[src/rtl/gpio_arb_pkg.sv]
// Shared types and constants for the GPIO write arbiter.
//   state_e      : arbiter FSM state encoding
//   BRESP_*      : AXI write response codes
package gpio_arb_pkg;

    localparam logic [1:0] ST_IDLE      = 2'd0;
    localparam logic [1:0] ST_ADDR_DATA = 2'd1;
    localparam logic [1:0] ST_RESP      = 2'd2;

    typedef enum logic [1:0] {
        IDLE      = ST_IDLE,
        ADDR_DATA = ST_ADDR_DATA,
        RESP      = ST_RESP
    } state_e;

    localparam logic [1:0] BRESP_OKAY   = 2'b00;
    localparam logic [1:0] BRESP_EXOKAY = 2'b01;
    localparam logic [1:0] BRESP_SLVERR = 2'b10;
    localparam logic [1:0] BRESP_DECERR = 2'b11;

endpackage

[src/rtl/gpio_write_arbiter_rr_arbiter.sv]
// Combinational round-robin arbiter.
//   req        : per-requester request bits
//   last_grant : index of the previously served requester
//   grant      : one-hot grant (all zero when no request)
//   grant_idx  : binary index of the granted requester
// Search starts at last_grant+1 and wraps, so the last winner has lowest priority.
module rr_arbiter #(
    parameter int N  = 2,
    parameter int IW = (N > 1) ? $clog2(N) : 1
) (
    input  logic [N-1:0]  req,
    input  logic [IW-1:0] last_grant,
    output logic [N-1:0]  grant,
    output logic [IW-1:0] grant_idx
);

    int            cand;
    logic [IW-1:0] cidx;

    // Walk the offsets from farthest to nearest; the nearest requesting
    // position overwrites any earlier hit and therefore wins.
    always_comb begin
        grant     = '0;
        grant_idx = '0;
        cand      = 0;
        cidx      = '0;
        for (int k = N; k >= 1; k--) begin
            cand = (int'(last_grant) + k) % N;
            cidx = IW'(cand);
            if (req[cidx]) begin
                grant       = '0;
                grant[cidx] = 1'b1;
                grant_idx   = cidx;
            end
        end
    end

endmodule

[src/rtl/gpio_write_arbiter.sv]
// Shares one AXI4-Lite write master into the GPIO slave between NUM_REQ
// local requesters. One complete AW/W/B transaction at a time, round-robin
// service, per-requester completion pulse with error flag.
//   clk, reset            : system clock, synchronous active-high reset
//   req_valid/addr/data   : flattened per-requester write requests
//   req_ready             : one-hot accept (only in IDLE)
//   done_valid, done_err  : completion pulse and BRESP error flag
//   m_aw*, m_w*, m_b*     : AXI4-Lite write channels toward the GPIO slave
//
// state     | meaning
// ----------+--------------------------------------------------------
// IDLE      | arbitrate, accept one request, latch addr/data
// ADDR_DATA | AW and W channels in flight, completing independently
// RESP      | waiting for the B response, then pulse done
module gpio_write_arbiter
    import gpio_arb_pkg::*;
#(
    parameter int NUM_REQ    = 2,
    parameter int ADDR_WIDTH = 9,
    parameter int DATA_WIDTH = 32
) (
    input  logic                          clk,
    input  logic                          reset,
    input  logic [NUM_REQ-1:0]            req_valid,
    input  logic [NUM_REQ*ADDR_WIDTH-1:0] req_addr,
    input  logic [NUM_REQ*DATA_WIDTH-1:0] req_data,
    output logic [NUM_REQ-1:0]            req_ready,
    output logic [NUM_REQ-1:0]            done_valid,
    output logic                          done_err,
    output logic [ADDR_WIDTH-1:0]         m_awaddr,
    output logic                          m_awvalid,
    input  logic                          m_awready,
    output logic [DATA_WIDTH-1:0]         m_wdata,
    output logic [DATA_WIDTH/8-1:0]       m_wstrb,
    output logic                          m_wvalid,
    input  logic                          m_wready,
    input  logic [1:0]                    m_bresp,
    input  logic                          m_bvalid,
    output logic                          m_bready
);

    localparam int IW = (NUM_REQ > 1) ? $clog2(NUM_REQ) : 1;

    state_e                state;
    logic [IW-1:0]         last_grant;
    logic [IW-1:0]         idx;
    logic                  aw_done;
    logic                  w_done;

    logic [NUM_REQ-1:0]    grant;
    logic [IW-1:0]         grant_idx;
    logic [ADDR_WIDTH-1:0] sel_addr;
    logic [DATA_WIDTH-1:0] sel_data;
    logic                  accept;
    logic                  aw_hs;
    logic                  w_hs;
    logic                  aw_ok;
    logic                  w_ok;
    logic                  resp_err;

    rr_arbiter #(
        .N  (NUM_REQ),
        .IW (IW)
    ) u_rr (
        .req        (req_valid),
        .last_grant (last_grant),
        .grant      (grant),
        .grant_idx  (grant_idx)
    );

    always_comb begin
        sel_addr = '0;
        sel_data = '0;
        for (int i = 0; i < NUM_REQ; i++) begin
            if (grant[i]) begin
                sel_addr = req_addr[i*ADDR_WIDTH +: ADDR_WIDTH];
                sel_data = req_data[i*DATA_WIDTH +: DATA_WIDTH];
            end
        end
    end

    assign req_ready = (state == IDLE) ? grant : '0;
    assign accept    = (state == IDLE) && (|grant);
    assign aw_hs     = m_awvalid & m_awready;
    assign w_hs      = m_wvalid & m_wready;
    // A channel counts as finished if it completed earlier or is completing now.
    assign aw_ok     = aw_done | aw_hs;
    assign w_ok      = w_done | w_hs;
    // SLVERR and DECERR both flag an error; OKAY/EXOKAY do not.
    assign resp_err  = (m_bresp == BRESP_SLVERR) || (m_bresp == BRESP_DECERR);
    assign m_wstrb   = '1;

    always_ff @(posedge clk) begin
        if (reset) begin
            state      <= IDLE;
            last_grant <= IW'(NUM_REQ - 1);
            idx        <= '0;
            aw_done    <= 1'b0;
            w_done     <= 1'b0;
            m_awaddr   <= '0;
            m_wdata    <= '0;
            m_awvalid  <= 1'b0;
            m_wvalid   <= 1'b0;
            m_bready   <= 1'b0;
            done_valid <= '0;
            done_err   <= 1'b0;
        end else begin
            done_valid <= '0;
            done_err   <= 1'b0;
            case (state)
                IDLE: begin
                    if (accept) begin
                        m_awaddr   <= sel_addr;
                        m_wdata    <= sel_data;
                        idx        <= grant_idx;
                        last_grant <= grant_idx;
                        m_awvalid  <= 1'b1;
                        m_wvalid   <= 1'b1;
                        aw_done    <= 1'b0;
                        w_done     <= 1'b0;
                        state      <= ADDR_DATA;
                    end
                end
                ADDR_DATA: begin
                    if (aw_hs) begin
                        m_awvalid <= 1'b0;
                        aw_done   <= 1'b1;
                    end
                    if (w_hs) begin
                        m_wvalid <= 1'b0;
                        w_done   <= 1'b1;
                    end
                    if (aw_ok && w_ok) begin
                        m_bready <= 1'b1;
                        state    <= RESP;
                    end
                end
                RESP: begin
                    if (m_bvalid) begin
                        m_bready        <= 1'b0;
                        done_valid[idx] <= 1'b1;
                        done_err        <= resp_err;
                        state           <= IDLE;
                    end
                end
                default: begin
                    state <= IDLE;
                end
            endcase
        end
    end

endmodule
[config.mk]
export PLATFORM = sky130hd
export DESIGN_NAME = gpio_write_arbiter
export DESIGN_NICKNAME = d
export VERILOG_FILES = /design/src/rtl/gpio_arb_pkg.sv /design/src/rtl/gpio_write_arbiter_rr_arbiter.sv /design/src/rtl/gpio_write_arbiter.sv
export SDC_FILE = /design/constraint.sdc
export NUM_CORES = 1
export LEC_CHECK = 0
export CAP_MARGIN = 20
export CORE_ASPECT_RATIO = 1.2
export CORE_UTILIZATION = 25
export DETAILED_ROUTE_END_ITERATION = 12
export SETUP_SLACK_MARGIN = 0.2
export SLEW_MARGIN = 20
export SYNTH_ARGS = -nofsm -noshare
export SYNTH_HDL_FRONTEND = slang
export SYNTH_SLANG_ARGS = --single-unit
[constraint.sdc]
create_clock -name clk -period 2.74 [get_ports clk]
set_clock_uncertainty 0.05 [all_clocks]
set_input_delay 0.685 -clock clk [delete_from_list [all_inputs] [get_ports clk]]
set_output_delay 0.685 -clock clk [all_outputs]
set_load 0.01 [all_outputs]
==> flow_summary_export.csv <==
group,metric,value,unit
sta,hold_violations,0,
critical_path,slowest_stage,"clkdlybuf4s50_1",
pwr,p_sw_frac,0.278,
clock_tree,numCtsBuffers,5,
drt,avgViaCountPerCell,5.16,
critical_path,critPathLaunchType,"input pin",
die,initial_utilization,0.257,
global_routing,grt-ovfl-total,0,
sta,max_freq,418,MHz
cells_and_area,drive_gt1_frac,0.175,
pwr,power.total,2.15,mW
place,gp_congestion,0.722,
critical_path,cp_max_fo,6,
global_routing,grt_max_degree,46,
synth,ys_ff_latch,53,
drt,routed_wl,8.19,mm
place,dp_cells,491,
pwr,power.density,518,nW/um^2
pwr,sequentialPowerShare,0.411,
pwr,leakagePower,1.40,nW
global_routing,grt_use_total,0.155,
clock_tree,cts_tree,"built",
critical_path,crit_arrival,1.66,ns
drt,firstDrtPassIters,4,
sta,worstMarginPinSlew,0.741,ns
sta,min_period_over_period,0.873,
critical_path,critPathCaptureType,"output port",
die,dieArea,10700,um^2
critical_path,cpPeakStageDelay,0.52,ns
pwr,p_int,1.55,mW
place,hpwl,5.47,mm
global_routing,grt_pass1_vias,2555,
cells_and_area,nets,463,
sta,maxSlewHeadroom,0.506,
min_path,hp-class,"reg -> reg",
global_routing,grt_pass1_wl,13.0,mm
clock_tree,clk_pin_slew_worst_paths,0.06,ns
global_routing,antenna_found_initial,1,
die,dieHeight,113,um
clock_tree,clock_latency,0.28,ns
pwr,clockPowerShare,0.290,
clock_tree,clock_path_buffers,2,
synth,ys.flop_type,"dfxtp_1",
synth,async_flop_share,0,
synth,ys_types,31,
die,core-area,10000,um^2
run,maxCapViolations,0,
critical_path,path_cells,"buf_2 > a21boi_4 > nand2_1 > inv_1 > clkdlybuf4s50_1",
die,pin_count,144,
clock_tree,root_buffer,"clkbuf_16",
synth,avgSynthCellArea,10.1,um^2
cells_and_area,synthToLayoutAreaGrowth,61.4,%
cells_and_area,fillCellCount,1006,
synth,synth_edf_count,0,
synth,netlist_area,2570,um^2
synth,seq_area_frac_synth,0.412,
sta,tns,0,ns
cells_and_area,stdcell_count,499,
place,portBuffers,138,
critical_path,required,2.01,ns
sta,setup_viol,0,
pwr,combPwrFrac,0.299,
synth,yosysWarnings,0,
clock_tree,htree_num_levels,2,
pwr,switchingPower,598,uW
drt,drcViolationCount,0,
sta,layout_min_cycle_time,2.39,ns
die,die_w,94.6,um
critical_path,crit_type,"in -> out",
drt,drtIter0Drc,45,
clock_tree,cts_sinks,53,
drt,vias,2577,
drt,ant_nets,0,
place,pre_cts_ws,-0.0885,ns
sta,rsz0062_at_grt,"no",
clock_tree,post_cts_buffers,0,
sta,layout_setup_ws,0.348,ns
pwr,vdd_drop_max,0.277,mV
synth,synth_cells,254,
drt,post_drt_wl_per_cell,16.4,um
die,num_rows,40,
run_status,status,"finished clean",
sta,slew_violations,0,
[path summary, 6_finish.rpt]
check | start | endpoint | slack [ns] | cells after the start
max reg2reg | state[0] | m_awaddr[2] | 0.68 | 5
min | idx | done_valid[0] | 0.40 | 1
min reg2reg | idx | done_valid[0] | 0.40 | 1
max | req_valid[0] | req_ready[1] | 0.35 | 5
[metal layers]
| metal | wire, um | global-route usage | part of all wire | vias up |
|---|---|---|---|---|
| li1 | - | - | - | 1232 |
| met3 | 522 | 0.0363 | 0.064 | 10 |
| met2 | 4160 | 0.281 | 0.51 | 94 |
| met1 | 3320 | 0.174 | 0.40 | 1241 |
| met5 | 0 | 0 | 0 | - |
| met4 | 184 | 0.0505 | 0.022 | 0 |
[cells by family (layout without fill, tap and decap cells)]
logic type             Yosys count  in the layout  share of synthesized area
DFF                             53             53                      0.412
AOI/OAI and AO/OA              139            139                      0.454
and+or+nand+nor                 18             18                     0.0442
other                            1              5                    0.00146
buffers and inverters           43            158                     0.0879
[registers in the layout, indices dropped and copies added, names as in the netlist]
register    count
m_wdata        32
w_done          1
m_wvalid        1
state           2
m_bready        1
last_grant      1
aw_done         1
idx             1
done_valid      2
done_err        1
m_awaddr        9
m_awvalid       1
[per-stage QoR]
step	hold slack, ns	utilization	instance area, um^2
2_1_floorplan	0.357	-	2590
3_3_place_gp	0.378	0.401	4020
3_5_place_dp	0.382	0.401	4020
4_1_cts	0.392	0.415	4160
5_1_grt	0.414	0.415	4160
6_report	0.396	0.415	4160
[Yosys cell counts (2+ instances only)]
master,count,area (um^2)
a211oi_1,3,22.5
a211oi_2,38,475
a21bo_2,2,20.0
a21oi_1,48,240
a31oi_1,2,12.5
a32oi_1,41,359
and2_1,3,18.8
buf_2,4,20.0
buf_4,4,30.0
buf_6,6,67.6
clkbuf_1,24,90.1
dfxtp_1,53,1060
inv_1,4,15.0
nand2_1,3,11.3
nand2b_1,2,12.5
nor3_2,2,20.0
[worst max-delay path, delay by kind of cell]
family | cells | cell delay [ns]
AO/OA/AOI/OAI | 1 | 0.16
buffers and inverters | 3 | 0.72
AND/OR/NAND/NOR | 1 | 0.08
[layout make-up]
cell class | instances | area, um^2 | area share
tap | 126 | 158 | 0.0379
sequential | 53 | 1060 | 0.255
multi-input combinational | 161 | 1320 | 0.317
timing repair buffer | 147 | 1460 | 0.351
antenna | 1 | 2.50 | 0.000602
inverter | 4 | 15.0 | 0.00361
clock buffer | 7 | 143 | 0.0343
[cell usage in the layout (no fill, tap or decap), drive strengths merged]
| master | instances |
|---|---|
| and2 | 3 |
| nor2b | 1 |
| or3b | 1 |
| a221o | 1 |
| a21oi | 48 |
| a211oi | 41 |
| nor4 | 1 |
| a21bo | 2 |
| a31oi | 2 |
| and3 | 1 |
| o22ai | 1 |
| o21ai | 1 |
| a21boi | 1 |
| nand2 | 3 |
| clkbuf | 8 |
| o31ai | 1 |
| or2 | 1 |
| buf | 11 |
| nor3 | 2 |
| clkdlybuf4s50 | 135 |
| or3 | 1 |
| a32oi | 41 |
| conb | 4 |
| nand2b | 2 |
| nor2 | 1 |
| diode | 1 |
| inv | 4 |
| dfxtp | 53 |
| and2b | 1 |
[repair_timing]
action,4_1_cts,5_1_grt
setup endpoints to repair,2,1
endpoints found under the hold margin,0,0
cloned,0,0
hold buffers,0,0
resized for setup,2,1
[power groups by stage]
stage	registers (mW)	clock network, mW	logic (mW)
final	0.884	0.624	0.645
after global routing	0.894	0.688	0.697
after floorplan	0.929	0	0.299
after global placement	0.900	0	0.645
after detailed placement	0.901	0	0.655
after CTS	0.885	0.651	0.656
(Power assumes the default switching activity.)
